==> config.mk <==
export PLATFORM = sky130hd
export DESIGN_NAME = cnt_ctrl_flat
export DESIGN_NICKNAME = d
export VERILOG_FILES = /design/src/rtl/cnt_ctrl_if.sv /design/src/rtl/cnt_ctrl.sv /design/src/flat_wrapper.sv
export SDC_FILE = /design/constraint.sdc
export NUM_CORES = 1
export LEC_CHECK = 0
export ABC_AREA = 1
export BUFFER_PORTS_ARGS = -buffer_cell sky130_fd_sc_hd__buf_2
export CORE_MARGIN = 3
export CORE_UTILIZATION = 50
export CTS_CLUSTER_SIZE = 14
export DETAILED_ROUTE_END_ITERATION = 6
export PLACE_DENSITY = 0.67
export SYNTH_ARGS = -nofsm -noshare
export SYNTH_HDL_FRONTEND = slang
export SYNTH_SLANG_ARGS = --single-unit
==> constraint.sdc <==
create_clock -name clk -period 1.9 [get_ports clk]
set_clock_uncertainty 0.05 [all_clocks]
set_input_delay 0.095 -clock clk [delete_from_list [all_inputs] [get_ports clk]]
set_output_delay 0.095 -clock clk [all_outputs]
set_load 0.005 [all_outputs]
==> src/rtl/cnt_ctrl_if.sv <==
// Button inputs and counter-control outputs of the stopwatch control front-end.
// The controller takes the slave side; whoever drives the buttons takes the master side.
interface cnt_ctrl_if;
    logic btn_start_stop;
    logic btn_clear;
    logic enable;
    logic clear;
    logic running;
    logic paused;

    modport slave (
        input  btn_start_stop,
        input  btn_clear,
        output enable,
        output clear,
        output running,
        output paused
    );

    modport master (
        output btn_start_stop,
        output btn_clear,
        input  enable,
        input  clear,
        input  running,
        input  paused
    );
endinterface

==> src/rtl/cnt_ctrl.sv <==
// Stopwatch control front-end: synchronises and debounces two push-buttons, runs an
// IDLE/RUN/PAUSE machine and a prescaler, and emits one-cycle enable/clear pulses.
module cnt_ctrl #(
    parameter int DB_CYCLES = 16,
    parameter int PRESCALE  = 1000
) (
    input  logic       clk,
    input  logic       res_n,
    cnt_ctrl_if.slave  ctrl
);
    localparam int DB_W = ($clog2(DB_CYCLES) > 1) ? $clog2(DB_CYCLES) : 1;
    localparam int PS_W = ($clog2(PRESCALE) > 1) ? $clog2(PRESCALE) : 1;
    localparam logic [DB_W-1:0] DB_MAX = DB_W'(DB_CYCLES - 1);
    localparam logic [PS_W-1:0] PS_MAX = PS_W'(PRESCALE - 1);

    typedef enum logic [1:0] {
        S_IDLE  = 2'd0,
        S_RUN   = 2'd1,
        S_PAUSE = 2'd2
    } state_t;

    // Bit 0 is start/stop, bit 1 is clear.
    logic [1:0] btn_raw;
    logic [1:0] press;

    assign btn_raw = {ctrl.btn_clear, ctrl.btn_start_stop};

    for (genvar gi = 0; gi < 2; gi++) begin : g_btn
        logic            sync1_q;
        logic            sync2_q;
        logic            deb_q;
        logic            deb_d;
        logic            deb_prev_q;
        logic            press_q;
        logic            press_d;
        logic [DB_W-1:0] cnt_q;
        logic [DB_W-1:0] cnt_d;

        // Any cycle where the synced level agrees with the debounced one restarts the count.
        always_comb begin
            deb_d = deb_q;
            cnt_d = '0;
            if (sync2_q != deb_q) begin
                if (cnt_q == DB_MAX) begin
                    deb_d = sync2_q;
                end else begin
                    cnt_d = cnt_q + 1'b1;
                end
            end
            press_d = deb_q & ~deb_prev_q;
        end

        always_ff @(posedge clk or negedge res_n) begin
            if (!res_n) begin
                sync1_q    <= 1'b0;
                sync2_q    <= 1'b0;
                deb_q      <= 1'b0;
                deb_prev_q <= 1'b0;
                cnt_q      <= '0;
                press_q    <= 1'b0;
            end else begin
                sync1_q    <= btn_raw[gi];
                sync2_q    <= sync1_q;
                deb_q      <= deb_d;
                deb_prev_q <= deb_q;
                cnt_q      <= cnt_d;
                press_q    <= press_d;
            end
        end

        assign press[gi] = press_q;
    end

    logic            ss_press;
    logic            clr_press;
    state_t          state_q;
    state_t          state_d;
    logic [PS_W-1:0] ps_q;
    logic [PS_W-1:0] ps_d;
    logic            run_cont;
    logic            enable_q;
    logic            enable_d;
    logic            clear_q;
    logic            clear_d;
    logic            running_q;
    logic            running_d;
    logic            paused_q;
    logic            paused_d;

    assign ss_press  = press[0];
    assign clr_press = press[1];

    always_comb begin
        state_d = state_q;
        if (clr_press) begin
            state_d = S_IDLE;
        end else if (ss_press) begin
            case (state_q)
                S_IDLE:  state_d = S_RUN;
                S_RUN:   state_d = S_PAUSE;
                S_PAUSE: state_d = S_RUN;
                default: state_d = S_IDLE;
            endcase
        end

        // Only cycles spent in RUN on both sides of the edge advance the prescaler, so a
        // pause or clear never lands an enable in a non-RUN cycle.
        run_cont = (state_q == S_RUN) && (state_d == S_RUN);

        ps_d = ps_q;
        if (clr_press) begin
            ps_d = '0;
        end else if (run_cont) begin
            ps_d = (ps_q == PS_MAX) ? '0 : ps_q + 1'b1;
        end

        enable_d  = run_cont && (ps_q == PS_MAX);
        clear_d   = clr_press;
        running_d = (state_d == S_RUN);
        paused_d  = (state_d == S_PAUSE);
    end

    always_ff @(posedge clk or negedge res_n) begin
        if (!res_n) begin
            state_q   <= S_IDLE;
            ps_q      <= '0;
            enable_q  <= 1'b0;
            clear_q   <= 1'b0;
            running_q <= 1'b0;
            paused_q  <= 1'b0;
        end else begin
            state_q   <= state_d;
            ps_q      <= ps_d;
            enable_q  <= enable_d;
            clear_q   <= clear_d;
            running_q <= running_d;
            paused_q  <= paused_d;
        end
    end

    assign ctrl.enable  = enable_q;
    assign ctrl.clear   = clear_q;
    assign ctrl.running = running_q;
    assign ctrl.paused  = paused_q;
endmodule
==> src/flat_wrapper.sv <==
// flat-port wrapper written by rule: the top's interface ports become plain ports
module cnt_ctrl_flat 
#(
    parameter int DB_CYCLES = 16,
    parameter int PRESCALE  = 1000
)
  (clk, res_n, ctrl_btn_start_stop, ctrl_btn_clear, ctrl_enable, ctrl_clear, ctrl_running, ctrl_paused);
  cnt_ctrl_if ctrl_i ();
  input  logic clk;
  input  logic res_n;
  input wire logic [$bits(ctrl_i.btn_start_stop)-1:0] ctrl_btn_start_stop;
  input wire logic [$bits(ctrl_i.btn_clear)-1:0] ctrl_btn_clear;
  output wire logic [$bits(ctrl_i.enable)-1:0] ctrl_enable;
  output wire logic [$bits(ctrl_i.clear)-1:0] ctrl_clear;
  output wire logic [$bits(ctrl_i.running)-1:0] ctrl_running;
  output wire logic [$bits(ctrl_i.paused)-1:0] ctrl_paused;
  assign ctrl_i.btn_start_stop = ctrl_btn_start_stop;
  assign ctrl_i.btn_clear = ctrl_btn_clear;
  assign ctrl_enable = ctrl_i.enable;
  assign ctrl_clear = ctrl_i.clear;
  assign ctrl_running = ctrl_i.running;
  assign ctrl_paused = ctrl_i.paused;
  cnt_ctrl #(.DB_CYCLES(DB_CYCLES), .PRESCALE(PRESCALE)) u_core (.clk(clk), .res_n(res_n), .ctrl(ctrl_i));
endmodule
==> run metrics, run 1 <==
Total Power=1.233 mW; initial antenna violation count=0; setup repair after global routing missed its margin=false; worst hold-check path type=primary input to async pin; P per Cell Area=747.0 nW/um^2; Die Y=61.01 um; CTS tree=done; total of max-cap violations=0; critical path launch point type=register; Initial Util=0.5347; pin count of the biggest net entering global routing=35; largest area contributor in the netlist=dfrtp_1; asr flop ratio synth=1.000; Antenna diodes=0; Setup TNS=0 ns; largest family of logic cells by synthesized area=simple AND/OR/NAND/NOR gates; Max-slew headroom=0.5214; Worst-path clk slew=0.10 ns; Synth area leaders=dfrtp_1, nor2_1, nand2_1, inv_1, nand3_1; post-synth cell types=20; leakage=0.8480 nW; critical path class=register to register; synth-to-layout area growth=9.098%; syn avg cell area=8.898 sq um; VDD IR max=509.2 uV; post-synthesis xor/xnor area fraction=0.04053; CTS root buf=clkbuf_4; Tot GR Track Use=0.1616; layout cells sized above 1=0.1129; via count=1,097; sequential-to-total area share from yosys stat=0.5624; Slew Viols, Final=0; commonest cells in the synthesized netlist=dfrtp_1, nor2_1, nand2_1; post-synthesis cell area=1513 sq um; Port Buffers=7; Max Freq=676.4 MHz; Synth Flop Type=dfrtp_1; Critical Path AT=1.65 ns; Synth top area share=0.5624; Hold Vio Cnt, Final=0; WP data required=2.07 ns; setup violators final=0; Synth Area in Compound Gates=0.05707; Yosys warning total=0; Post-Synth Adder-Cell Area=0.02481; Non-Filler Instances=217; Mapped Cells=170; vias in the first global route=1,067; Synth Area in Simple Gates=0.2457; die area=3722 sq um; clk_lat worst skew=0.32 ns; Post-synth EDFFs=0; drt drc=0; status=finished clean; DRT antenna net count=0; initial DRC count=54; post-CTS setup buffers=0; WL per Instance=11.34 um; mux contribution to synthesized area=0; cell count after placement=207; GP Congestion=0.8493; Syn Nets=177; post-detail-place hpwl=1.788 mm; Worst Max-Slew Pin Slew=0.7180 ns; clock sinks=34; GRT overflow=0; H-tree levels=2; critical path fanouts, max=6; clk buf depth=2; routed vias/inst=5.055; first-pass GRT wire length=4.388 mm; total CTS buffers=5; core area=2829 sq um; Yosys reg bits=34; crit share post-route=0.7781; final period demand of the worst path=1.478 ns; nets@finish=193; Crit. End Element=register; final WL=2.460 mm; I/O pin cnt=8; std cell rows=19; Die W=61.01 um; First-pass DRT Iterations=5
==> metal layers <==
layer  GRT usage  vias to the layer above  part of all wire
met4     0.05573                        0            0.0024
met3     0.05745                        2             0.050
li1            -                      558                 -
met5           0                        -                 0
met1      0.1946                      511              0.47
met2      0.2687                       26              0.48
==> through the flow <==
stage / cell area, sq um / hold slack (ns) / utilization / worst slack (ns)
3_3_place_gp: 1575 / 0.1393 / 0.5568 / 0.4600
6_report: 1650 / 0.3063 / 0.5834 / 0.4215
3_5_place_dp: 1575 / 0.1425 / 0.5568 / 0.4447
5_1_grt: 1650 / 0.3163 / 0.5834 / 0.2604
4_1_cts: 1650 / 0.3101 / 0.5834 / 0.4223
2_1_floorplan: 1513 / -0.2506 / - / 0.5787
==> timing repair <==
| item | CTS | global route |
|---|---|---|
| resized for setup | 0 | 0 |
| endpoints found under the hold margin | 36 | 0 |
| hold buffers | 3 | 0 |
==> state kept, by name, indices dropped and copies added, names as in the netlist <==
register and count:
u_core.g_btn.sync2_q 2, u_core.g_btn.cnt_q 8, u_core.ctrl.enable 1, u_core.state_q 2, u_core.ctrl.paused 1, u_core.ctrl.clear 1
u_core.g_btn.deb_prev_q 2, u_core.g_btn.press_q 1, u_core.clear_d 1, u_core.ctrl.running 1, u_core.g_btn.deb_q 2, u_core.ps_q 10
u_core.g_btn.sync1_q 2
==> area by class of cell <==
class                      count  area, sq um
fill                         241         1179
sequential                    34        850.8
multi-input combinational    110        556.8
inverter                      25        93.84
timing repair buffer          10        65.06
clock buffer                   7        45.04
tap                           31        38.79
==> cells in the final DEF (no fill, tap or decap) <==
cell type,count
a21oi_1,4
a21oi_2,2
nand3_1,14
dfrtp_1,34
dlygate4sd3_1,3
a21boi_2,1
nand4_1,2
xnor2_1,5
xor2_1,2
nand2_2,3
clkbuf_4,5
ha_1,3
inv_1,23
a31oi_1,2
o21ai_1,1
nand2_1,31
o21ai_0,4
clkbuf_1,2
inv_2,2
nor3_1,1
nand4_4,1
nor2_1,34
buf_2,7
==> worst max-delay path: stages (launching register included) <==
cell and delay [ns]:
dfrtp_1 0.43, ha_1 0.21, nand2_2 0.08, inv_2 0.07
nand3_1 0.07, nor2_1 0.17, nand2_1 0.10, o21ai_1 0.14
nor2_1 0.06
==> final timing paths <==
| kind | start | endpoint | slack [ns] | cells after the start |
|---|---|---|---|---|
| min reg2reg | u_core.g_btn[0].sync1_q | u_core.g_btn[0].sync2_q | 0.31 | 0 |
| min | res_n | u_core.ps_q[4] | 0.31 | 2 |
| max | u_core.ps_q[0] | u_core.ps_q[8] | 0.42 | 8 |
| min in group clk | u_core.g_btn[0].sync1_q | u_core.g_btn[0].sync2_q | 0.31 | 0 |
| max reg2reg | u_core.ps_q[0] | u_core.ps_q[8] | 0.42 | 8 |
| max in group asynchronous | res_n | u_core.g_btn[1].cnt_q[0] | 1.03 | 2 |
==> where the power goes <==
| part | switching, mW | leakage, nW | internal (mW) |
|---|---|---|---|
| sequential | 0.0287 | 0.460 | 0.755 |
| combinational | 0.0602 | 0.363 | 0.0404 |
| clock | 0.209 | 0.0254 | 0.140 |
==> cells by family (layout without fill, tap and decap cells) <==
logic type | count (synthesis) | after routing
compound gates | 14 | 14
xor+xnor | 7 | 7
fa+ha+maj | 3 | 3
buf+inv | 26 | 42
flops | 34 | 34
simple gates | 86 | 86
Power figures use the tool's default switching activity.
==> run 2, diff against run 1 <==
--- a/config.mk
+++ b/config.mk
@@ -11,7 +11,7 @@
 export CORE_UTILIZATION = 50
 export CTS_CLUSTER_SIZE = 14
 export DETAILED_ROUTE_END_ITERATION = 6
-export PLACE_DENSITY = 0.67
+export PLACE_DENSITY = 0.7
 export SYNTH_ARGS = -nofsm -noshare
 export SYNTH_HDL_FRONTEND = slang
 export SYNTH_SLANG_ARGS = --single-unit
==> constraint.sdc (replaced) <==
create_clock -name clk -period 1.3 [get_ports clk]
set_clock_uncertainty 0.05 [all_clocks]
set_input_delay 0.065 -clock clk [delete_from_list [all_inputs] [get_ports clk]]
set_output_delay 0.065 -clock clk [all_outputs]
set_load 0.005 [all_outputs]
==> run metrics, run 2 (synthesis results as in run 1) <==
P per Cell Area=1239 nW/um^2 (+66%); leakage=0.9530 nW (+12%); post-detail-place hpwl=2.021 mm (+13%); drt drc=0 (unchanged); CTS tree=done; dpl cell area=1668 sq um (+5.9%); routed vias/inst=5.217 (+3.2%); crit share post-route=1.078 (+0.2994); Critical Path Slowest Stage Cell=dfrtp_1; worst path cell trace=ha_2 -> nand2_2 -> nor2_1 -> nand3_1 -> nand2_2 -> nand2_4 -> a21boi_2; First-pass DRT Iterations=4 (-1); core area=2829 sq um (unchanged); GRT overflow=0 (unchanged); Tot GR Track Use=0.1897 (+0.02815); Max-slew headroom=0.8227 (+0.3013); Finished Core Util=0.6656 (+0.08226); FF-to-FF setup slack=-0.10 ns (-0.52 ns); initial DRC count=46 (-15%); status=finished, violations left; CP peak stage delay=0.38 ns (-0.05 ns); Setup WS post-layout=-0.1008 ns (-0.5223 ns); Slew Viols, Final=0 (unchanged); layout cells sized above 1=0.2513 (+0.1384); setup violators final=7 (+7); clk buf depth=2 (unchanged); Hold Vio Cnt, Final=0 (unchanged); cell repeated most along the worst path=nand2_2; Non-Filler Instances=230 (+6.0%); final period demand of the worst path=1.401 ns (-0.07768 ns); cell depth of the worst flop-to-flop path=7 (-1); total CTS buffers=5 (unchanged); VDD IR max=969.0 uV (+90%); final hold slack=0.05772 ns (-0.2485 ns); clock sinks=34 (unchanged); WP data required=1.49 ns (-0.58 ns); CP delay by family, top=simple AND/OR/NAND/NOR gates; DRT antenna net count=0 (unchanged); Top reg by flops=u_core.ps_q; initial antenna violation count=0 (unchanged); Crit. End Element=register; Worst-path clk slew=0.12 ns (+0.02 ns); Finished Cell Area=1883 sq um (+14%); clk_lat worst skew=0.35 ns (+0.03 ns); Initial Util=0.5347 (unchanged); Comb pwr share=0.093 (+0.011); cell count after placement=217 (+4.8%); sequential power share=0.486 (-0.149); final WL=2.871 mm (+17%); die area=3722 sq um (unchanged); Sw Ratio=0.2289 (-0.01310); CTS root buf=clkbuf_4; part of the power in the clock network=0.421 (+0.138); Critical Path AT=1.60 ns (-0.05 ns); vias in the first global route=1,178 (+10%); worst r2r src=u_core.ps_q[1]; H-tree levels=2 (unchanged); critical path class=register to register; via count=1,200 (+9.4%); Worst Max-Slew Pin Slew=0.2641 ns (-0.4539 ns); Die Y=61.01 um (unchanged); worst path bufs/invs=0 (-1); total of max-cap violations=0 (unchanged); first-pass GRT wire length=5.043 mm (+15%); Place WS=-0.05859 ns (-0.5033 ns); Int Power=1.799 mW (+93%); setup repair after global routing missed its margin=true; failing checks=setup timing; Antenna diodes=0 (unchanged); GP Congestion=0.8579 (+1.0%); max reg flops=10 (unchanged); biggest regs=u_core.ps_q (10), u_core.g_btn.cnt_q (8); critical path fanouts, max=5 (-1); most frequent cells in the layout=dfrtp_1, nor2_1, nand2_1; nets@finish=205 (+6.2%); Port Buffers=7 (unchanged); worst hold-check path type=primary input to async pin; Setup TNS=-0.4427 ns (-0.4427 ns); pin count of the biggest net entering global routing=25 (-29%); Total Power=2.333 mW (+89%); I/O pin cnt=8 (unchanged); Die W=61.01 um (unchanged); most common cell after layout, fill and taps aside=dfrtp_1; critical path launch point type=register; Max Freq=713.9 MHz (+5.5%); std cell rows=19 (unchanged); synth-to-layout area growth=24.48%; Switching Power=0.5340 mW (+79%); WL per Instance=12.48 um (+10%); RR Endpoint=u_core.ps_q[6]
run 2: how the worst max path moves through the flow:
stage | start | endpoint | slack (ns) | depth (start not counted)
after floorplan | u_core.ps_q[0] | u_core.ps_q[8] | 0.004 | 8
after global placement | u_core.ps_q[1] | u_core.ps_q[7] | 0.03 | 8
after detailed placement | u_core.ps_q[0] | u_core.ps_q[8] | -0.06 | 8
after CTS | u_core.ps_q[1] | u_core.ps_q[8] | -0.07 | 8
after global routing | u_core.ps_q[1] | u_core.ps_q[6] | -0.20 | 7
final | u_core.ps_q[1] | u_core.ps_q[6] | -0.10 | 7
run 2: what timing repair did:
action,4_1_cts,5_1_grt
endpoints found under the setup margin,7,10
pin swaps,4,9
setup buffers,1,2
hold buffers,3,0
resized for setup,4,15
hold endpoints to repair,36,0
run 2: metal layers:
layer / global-route usage / routed length, um
met5: 0 / 0
met1: 0.2141 / 1257
met3: 0.06383 / 104
met2: 0.3221 / 1445
met4: 0.08978 / 64
run 2: power by group through the flow:
stage          combinational [mW]  clock (mW)  sequential [mW]
5_1_grt                     0.244        1.08             1.14
3_3_place_gp                0.192           0             1.15
3_5_place_dp                0.197           0             1.15
2_1_floorplan              0.0977           0             1.16
4_1_cts                     0.211        1.01             1.13
6_report                    0.218       0.982             1.13
run 2: cell type report:
class / count / area (sq um)
clock buffer: 5 / 37.54
clock inverter: 3 / 68.82
fill: 221 / 945.9
inverter: 25 / 96.34
multi-input combinational: 110 / 620.6
sequential: 34 / 853.3
tap: 31 / 38.79
timing repair buffer: 22 / 167.7
